## src/rtl/mult_pkg.sv

```systemverilog
// Shared types and constants for the iterative multiplier.
// Provides the FSM state enum and the default operand width.
package mult_pkg;

  localparam int MULT_WIDTH = 32;

  typedef enum logic [1:0] {
    IDLE = 2'd0,
    RUN  = 2'd1,
    SIGN = 2'd2
  } state_t;

endpackage

```

## src/rtl/mult_datapath.sv

```systemverilog
// Radix-2 shift-add datapath with sign correction.
// Ports: clk, rst_n, load/step/commit strobes, signed_op, a, b in;
// result (2*WIDTH, valid while commit is high) out.
module mult_datapath
  import mult_pkg::*;
#(
  parameter int WIDTH = MULT_WIDTH
) (
  input  logic               clk,
  input  logic               rst_n,
  input  logic               load,
  input  logic               step,
  input  logic               commit,
  input  logic               signed_op,
  input  logic [WIDTH-1:0]   a,
  input  logic [WIDTH-1:0]   b,
  output logic [2*WIDTH-1:0] result
);

  logic [WIDTH-1:0]   mcand;
  logic [WIDTH-1:0]   acc_hi;
  logic [WIDTH-1:0]   mplier;
  logic               neg;

  logic [WIDTH-1:0]   mag_a;
  logic [WIDTH-1:0]   mag_b;
  logic [WIDTH:0]     sum;
  logic [2*WIDTH-1:0] prod;

  // Most-negative value negates to its own bit pattern, which is
  // exactly its unsigned magnitude.
  always_comb begin
    mag_a = a;
    mag_b = b;
    if (signed_op && a[WIDTH-1]) mag_a = -a;
    if (signed_op && b[WIDTH-1]) mag_b = -b;
  end

  always_comb begin
    sum = {1'b0, acc_hi};
    if (mplier[0]) sum = {1'b0, acc_hi} + {1'b0, mcand};
  end

  // The multiplier register doubles as the low half of the product
  // as bits shift in from the top.
  always_ff @(posedge clk) begin
    if (!rst_n) begin
      mcand  <= '0;
      acc_hi <= '0;
      mplier <= '0;
      neg    <= 1'b0;
    end else if (load) begin
      mcand  <= mag_a;
      acc_hi <= '0;
      mplier <= mag_b;
      neg    <= signed_op & (a[WIDTH-1] ^ b[WIDTH-1]);
    end else if (step) begin
      acc_hi <= sum[WIDTH:1];
      mplier <= {sum[0], mplier[WIDTH-1:1]};
    end
  end

  always_comb begin
    prod   = {acc_hi, mplier};
    result = '0;
    if (commit) result = neg ? -prod : prod;
  end

endmodule

```

## src/rtl/mult_controller.sv

```systemverilog
// Sequencer for MULT/MULTU: FSM, step counter, HI/LO and done.
// Ports: clk, rst_n, start_multD, signedD, srcA, srcB, we_hi, we_lo,
// wd in; mult_active, hi, lo, done out.
module mult_controller
  import mult_pkg::*;
#(
  parameter int WIDTH = MULT_WIDTH
) (
  input  logic             clk,
  input  logic             rst_n,
  input  logic             start_multD,
  input  logic             signedD,
  input  logic [WIDTH-1:0] srcA,
  input  logic [WIDTH-1:0] srcB,
  input  logic             we_hi,
  input  logic             we_lo,
  input  logic [WIDTH-1:0] wd,
  output logic             mult_active,
  output logic [WIDTH-1:0] hi,
  output logic [WIDTH-1:0] lo,
  output logic             done
);

  localparam int CW = $clog2(WIDTH) + 1;
  localparam logic [CW-1:0] LAST = CW'(WIDTH - 1);

  state_t state;
  state_t state_nxt;

  logic [CW-1:0]      cnt;
  logic               load;
  logic               step;
  logic               commit;
  logic [2*WIDTH-1:0] result;

  always_ff @(posedge clk) begin
    if (!rst_n) state <= IDLE;
    else        state <= state_nxt;
  end

  always_comb begin
    state_nxt = state;
    unique case (state)
      IDLE: if (start_multD) state_nxt = RUN;
      RUN:  if (cnt == LAST) state_nxt = SIGN;
      SIGN: state_nxt = IDLE;
      default: state_nxt = IDLE;
    endcase
  end

  always_comb begin
    mult_active = 1'b0;
    load        = 1'b0;
    step        = 1'b0;
    commit      = 1'b0;
    unique case (state)
      IDLE: load = start_multD;
      RUN: begin
        mult_active = 1'b1;
        step        = 1'b1;
      end
      SIGN: begin
        mult_active = 1'b1;
        commit      = 1'b1;
      end
      default: ;
    endcase
  end

  always_ff @(posedge clk) begin
    if (!rst_n)    cnt <= '0;
    else if (load) cnt <= '0;
    else if (step) cnt <= cnt + 1'b1;
  end

  // Product commit has priority over MTHI/MTLO on the SIGN edge.
  always_ff @(posedge clk) begin
    if (!rst_n) begin
      hi <= '0;
      lo <= '0;
    end else if (commit) begin
      hi <= result[2*WIDTH-1:WIDTH];
      lo <= result[WIDTH-1:0];
    end else begin
      if (we_hi) hi <= wd;
      if (we_lo) lo <= wd;
    end
  end

  always_ff @(posedge clk) begin
    if (!rst_n) done <= 1'b0;
    else        done <= commit;
  end

  mult_datapath #(
    .WIDTH(WIDTH)
  ) u_dp (
    .clk      (clk),
    .rst_n    (rst_n),
    .load     (load),
    .step     (step),
    .commit   (commit),
    .signed_op(signedD),
    .a        (srcA),
    .b        (srcB),
    .result   (result)
  );

endmodule
```

## config.mk

```make
export PLATFORM = sky130hd
export DESIGN_NAME = mult_controller
export DESIGN_NICKNAME = d
export VERILOG_FILES = /design/src/rtl/mult_pkg.sv /design/src/rtl/mult_datapath.sv /design/src/rtl/mult_controller.sv
export SDC_FILE = /design/constraint.sdc
export NUM_CORES = 1
export LEC_CHECK = 0
export CORE_UTILIZATION = 58
export CTS_BUF_LIST = sky130_fd_sc_hd__clkbuf_4
export DETAILED_ROUTE_END_ITERATION = 6
export GPL_TIMING_DRIVEN = 0
export HOLD_SLACK_MARGIN = 0.12
export MAX_ROUTING_LAYER = met4
export PLACE_DENSITY = 0.9
export SLEW_MARGIN = 10
export SYNTH_ARGS = -nofsm -noshare
export SYNTH_HDL_FRONTEND = slang
export SYNTH_HIERARCHICAL = 1
export SYNTH_SLANG_ARGS = --single-unit
```

## constraint.sdc

```tcl
create_clock -name clk -period 4.01 [get_ports clk]
set_input_delay 0.802 -clock clk [delete_from_list [all_inputs] [get_ports clk]]
set_output_delay 0.802 -clock clk [all_outputs]
set_load 0.02 [all_outputs]
```

======== Word-level counts from Yosys, hierarchy flattened ========
Index checks and enable logic that the tools add are counted.
storage, ports and cells
  logic and storage cells ................. 48
  bits in registers ....................... 170
  output and inout bits ................... 66
operators by class
  equal/unequal tests ..................... 5
  add/sub/neg operators ................... 5
  reductions and logical operators ........ 9
  bitwise gates (word level) .............. 3
  multiplexer cells ....................... 17
operators with widths
  kind                 number
  $mux 32              8
  $mux 64              1
  $neg 32->32          2
  $neg 64->64          1
  $add 32x32->33       1
  $mux 33              1
  $add 6x1->6 const B  1
  $eq 6x5->1 const B   1
  $reduce_bool 2->1    3
  $mux 1               4
  $mux 2               2
  $ne 2x2->1 const B   2
  $pmux 2 s2           1
  $reduce_or 2->1      2
  $eq 2x1->1 const B   1
  $eq 2x2->1 const B   1
  $logic_and 1x1->1    2
  $logic_not 2->1      1
  $reduce_and 2->1     1
  $and 1x1->1          1
  $not 1->1            1
  $xor 1x1->1          1

======== Depth between registers and ports, before layout ========
  word-level depth ........................ 4
  gate-level depth with buffers ........... 14
  mapped depth without buffers ............ 12

======== Hierarchy ========
The synthesis kept the hierarchy.
modules (own cells, without submodules)
  module           cells each  area an instance (um2)  times used
  mult_datapath    1,160       8,745.9                 1
  mult_controller  394         3,507.1                 1

======== Least setup slack after synthesis ========
Ideal clock, no wire load.
  kind .................................... input-to-reg
  from .................................... input port srcB[8]
  to ...................................... register u_dp.mplier[27]
  buffers on the path ..................... 1
  required time ........................... 3.877 ns
  stages on the path ...................... 9
  setup slack ............................. 0.899 ns
  arrival ................................. 2.978 ns
  cells stage by stage .................... or4_1 clkbuf_1 or2_2 nor3_1 nand2b_1 or4_1 o21ai_1 xor2_1 o22ai_1
on the way
  longest elaborated chain between the ends .. 3
ends and longest elaborated chain
  element                 line                   RTL
  start: declaration      mult_controller.sv:14  input logic [WIDTH-1:0] srcB,
  $neg 32->32             mult_datapath.sv:36    if (signed_op && b[WIDTH-1]) mag_b = -b;
  $mux 32                 mult_datapath.sv:36
  $mux 32                 mult_datapath.sv:52    end else if (load) begin
  end signal: assignment  mult_datapath.sv:55    mplier <= mag_b;
  end signal: assignment  mult_datapath.sv:59    mplier <= {sum[0], mplier[WIDTH-1:1]};
  end: declaration        mult_datapath.sv:22    logic [WIDTH-1:0] mplier;
Every way passes these cells.
A chain may end at the register's enable or synchronous reset.

======== Final worst setup path ========
  from .................................... register u_dp.mplier[0]
  to ...................................... register lo[20]
on the way
  longest elaborated chain between the ends .. 3
ends and longest elaborated chain
  element                 line                   RTL
  $neg 64->64             mult_datapath.sv:66    if (commit) result = neg ? -prod : prod;
  $mux 64                 mult_datapath.sv:66
  net result[20]          mult_controller.sv:34  logic [2*WIDTH-1:0] result;
  $mux 32                 mult_controller.sv:81  end else if (commit) begin
  end signal: assignment  mult_controller.sv:83  lo <= result[WIDTH-1:0];
  end signal: assignment  mult_controller.sv:86  if (we_lo) lo <= wd;
  end: declaration        mult_controller.sv:20  output logic [WIDTH-1:0] lo,
The timed path passes the listed nets, and every way through them passes these cells.

==> results.toml <==
[floorplan]
fp-row-count = 52
die_y_um = 147
io_pins = 168
die_x_um = 147
coreArea_mm2 = 0.0205
die_area_mm2 = 0.0217
initial_utilization_pct = 59.8

[worst_setup_path]
r2r_start = "u_dp/mplier[0]$_SDFFE_PN0P_"
critPathArrivalTime_ps = 4050
reg2reg_to = "lo[20]$_SDFFE_PN0P_"
reg2regPathDepth = 13
required_ps = 4520
critical_path_class = "reg -> reg"
worst-path-max-fanout = 12
r2r_slack_ps = 470
end_kind = "flip-flop"
cp-start-kind = "flip-flop"

[timing]
post-route-period-util_pct = 88.2
setup_viol_count_final = 0
slew_viol_final = 0
hold_ws_ps = 479
slew_headroom_pct = 28.3
hold_viol_final = 0
fin_skew_ps = 17.2
fmax_mhz = 283
period_needed_ps = 3540
rsz0062_at_grt = "no"
tightest_slew_ps = 1050
fin_tns_setup_ps = 0

[clock_tree]
insertion_delay_ps = 600
clockBufferDepth = 2
cts_tree = "yes"
cts-resized-gates = 0
cts_max_level = 4
cts_root_buf = "clkbuf_4"
cts.sinks = 170
cts_made_buffers = 17
path_clk_slew_ps = 150
postCtsSetupBuffers = 0

[layout]
nets = 1879
final_common_cell = "nand2_1"
final_area_mm2 = 0.0145
final_cell_mix = "nand2_1, dfxtp_1, o21ai_0"
final_core_util_pct = 70.9
drive_gt1_share_pct = 4.46
syn_to_final_growth_pct = 18.5

[yosys]
ys_ff_latch = 170
synth_nets = 1697
yosysTopAreaCellShare_pct = 27.8
synth_top_area_cell = "dfxtp_1"
syn_avg_cell_area_um2 = 7.88
synthesis.instances = 1554
synth_edf_count = 0
async_flop_share_pct = 0
yosys_warnings = 6
synth_ff_type = "dfxtp_1"
synthTopCellsByArea = "dfxtp_1, mux2i_1, and2_1"
ys_seq_area_share_pct = 27.8
synthesis.area_mm2 = 0.0123
synthDistinctLibCells = 74

[run_status]
status = "complete, no violations"

[flow_run]
maxCapViolations = 0

[grt]
grt_pass1_wl_um = 61100
grt_max_degree = 17
first_global_vias = 11529
grt.total_usage_pct = 36.8
gr-total-overflow = 0
antenna_found_initial = 1

[routing]
drt_first_pass_iters = 7
vias = 12282
wl_met2_um = 17700
top_layer = "met4"
antenna_left = 0
drt_iter0_drc = 1066
drc = 0
wirelength_um = 38800
wire_per_inst_um = 19.2
via_per_inst = 6.08
wl_met3_um = 3340
wl_met1_um = 16500

[power]
p_int_mw = 2.84
clockPowerShare_pct = 23.5
power_frac_seq_pct = 44.8
p_switching_mw = 1.65
leakage_nw = 5.51
vdd_drop_max_mv = 0.159
power.density_mw_per_mm2 = 309
p_sw_share_pct = 36.7
comb_power_share_pct = 31.7

[hold_path]
min_from = "u_dp/mcand[14]$_SDFFE_PN0P_"
holdCritPathClass = "reg -> reg"
holdPathStages = 2
whs_endpoint = "u_dp/mcand[14]$_SDFFE_PN0P_"

[placed_design]
place_area_mm2 = 0.0142
io_buffers = 164
gp_congestion = 0.966
dp.final_hpwl_um = 31400
-- cell families after synthesis --
logic type	after synthesis	synth area share, %
and+or+nand+nor	569	24.5
buffers and inverters	118	4.18
adders and majority gates	41	4.25
xor gates and xnor gates	138	9.86
DFF	170	27.8
muxes	109	8.99
AOI/OAI and AO/OA	409	20.5
-- metrics by stage --
stage	setup WS (ps)	total power, mW	instances
6_report	472	4.49	2020
5_1_grt	154	4.68	2020
4_1_cts	264	4.45	2020
3_5_place_dp	30.6	3.43	1988
3_3_place_gp	113	3.39	1988
2_1_floorplan	899	2.90	1554
-- cell usage after synthesis (3+ instances only) --
| master | instances |
|---|---|
| a21oi_1 | 89 |
| buf_6 | 6 |
| buf_2 | 10 |
| clkbuf_1 | 70 |
| nand4_1 | 8 |
| o211ai_1 | 10 |
| nor4_1 | 9 |
| buf_1 | 11 |
| xnor2_1 | 95 |
| mux2_2 | 8 |
| dfxtp_1 | 170 |
| o41ai_1 | 9 |
| nand3_1 | 26 |
| nor2_1 | 81 |
| inv_1 | 18 |
| a31oi_1 | 12 |
| mux2i_1 | 101 |
| a211oi_1 | 5 |
| a311oi_1 | 3 |
| buf_4 | 3 |
| nand3b_1 | 3 |
| o221ai_1 | 5 |
| and2_1 | 139 |
| ha_1 | 40 |
| nor2b_1 | 27 |
| or3_1 | 28 |
| nor3_1 | 17 |
| or4_1 | 16 |
| o211a_1 | 16 |
| o21a_1 | 7 |
| o21ai_0 | 169 |
| o21ai_1 | 4 |
| o31ai_1 | 36 |
| and3_1 | 6 |
| o22ai_1 | 15 |
| xor2_1 | 43 |
| nand2b_1 | 19 |
| a21o_1 | 4 |
| nand2_1 | 172 |
-- worst max-delay path by stage --
stage	start	slack [ps]	end	cells past startpoint
global route	u_dp/mplier[0]$_SDFFE_PN0P_	150	hi[16]$_SDFFE_PN0P_	13
global placement	srcB[8]	110	u_dp/mplier[27]$_SDFFE_PN0P_	10
finish	u_dp/mplier[0]$_SDFFE_PN0P_	470	lo[20]$_SDFFE_PN0P_	13
CTS	u_dp/mplier[0]$_SDFFE_PN0P_	260	lo[20]$_SDFFE_PN0P_	14
detailed placement	srcB[8]	30	u_dp/mplier[27]$_SDFFE_PN0P_	10
floorplan	srcB[8]	900	u_dp/mplier[27]$_SDFFE_PN0P_	9
-- cell type report --
| cell class | count | area [µm²] |
|---|---|---|
| antenna | 1 | 2.50 |
| buffer | 99 | 440 |
| clock buffer | 18 | 135 |
| clock inverter | 14 | 159 |
| fill | 1703 | 5970 |
| inverter | 18 | 67.6 |
| multi-input combinational | 1266 | 8340 |
| sequential | 170 | 3400 |
| tap | 270 | 338 |
| timing repair buffer | 164 | 1640 |
-- critical path, cell delays in order, from the launching register on --
cell and delay (ps):
dfxtp_1 330, clkbuf_1 230, inv_1 420, ha_1 270, or3b_2 520, nor2b_1 180, nand2_1 80, or3_1 390
o41ai_1 340, xnor2_1 170, and2_1 220, nand2_1 80, o21ai_0 60, and2_1 160
-- repair_timing --
item,CTS,global route
endpoints found under the hold margin,0,0
hold buffers,0,0
setup endpoints to repair,0,3
-- power by group through the flow --
stage,Combinational (mW),Clock [mW],Sequential (mW)
floorplan,0.887,0,2.02
global placement,1.36,0,2.03
detailed placement,1.40,0,2.04
CTS,1.40,1.05,2.00
global route,1.54,1.11,2.02
finish,1.42,1.06,2.01
-- state kept, by name, summed over array words and instances (netlist names), 2 cells and up --
name / flops
u_dp/acc_hi: 32
cnt: 6
hi: 32
u_dp/mcand: 32
lo: 32
u_dp/mplier: 32
state: 2
-- routing by layer --
layer,up-vias,GRT usage [%]
met2,610,58.4
li1,5876,-
met1,5706,47.3
met5,-,-
met3,90,4.94
met4,0,14.5
Note: power is estimated with default switching activity, not from simulation.
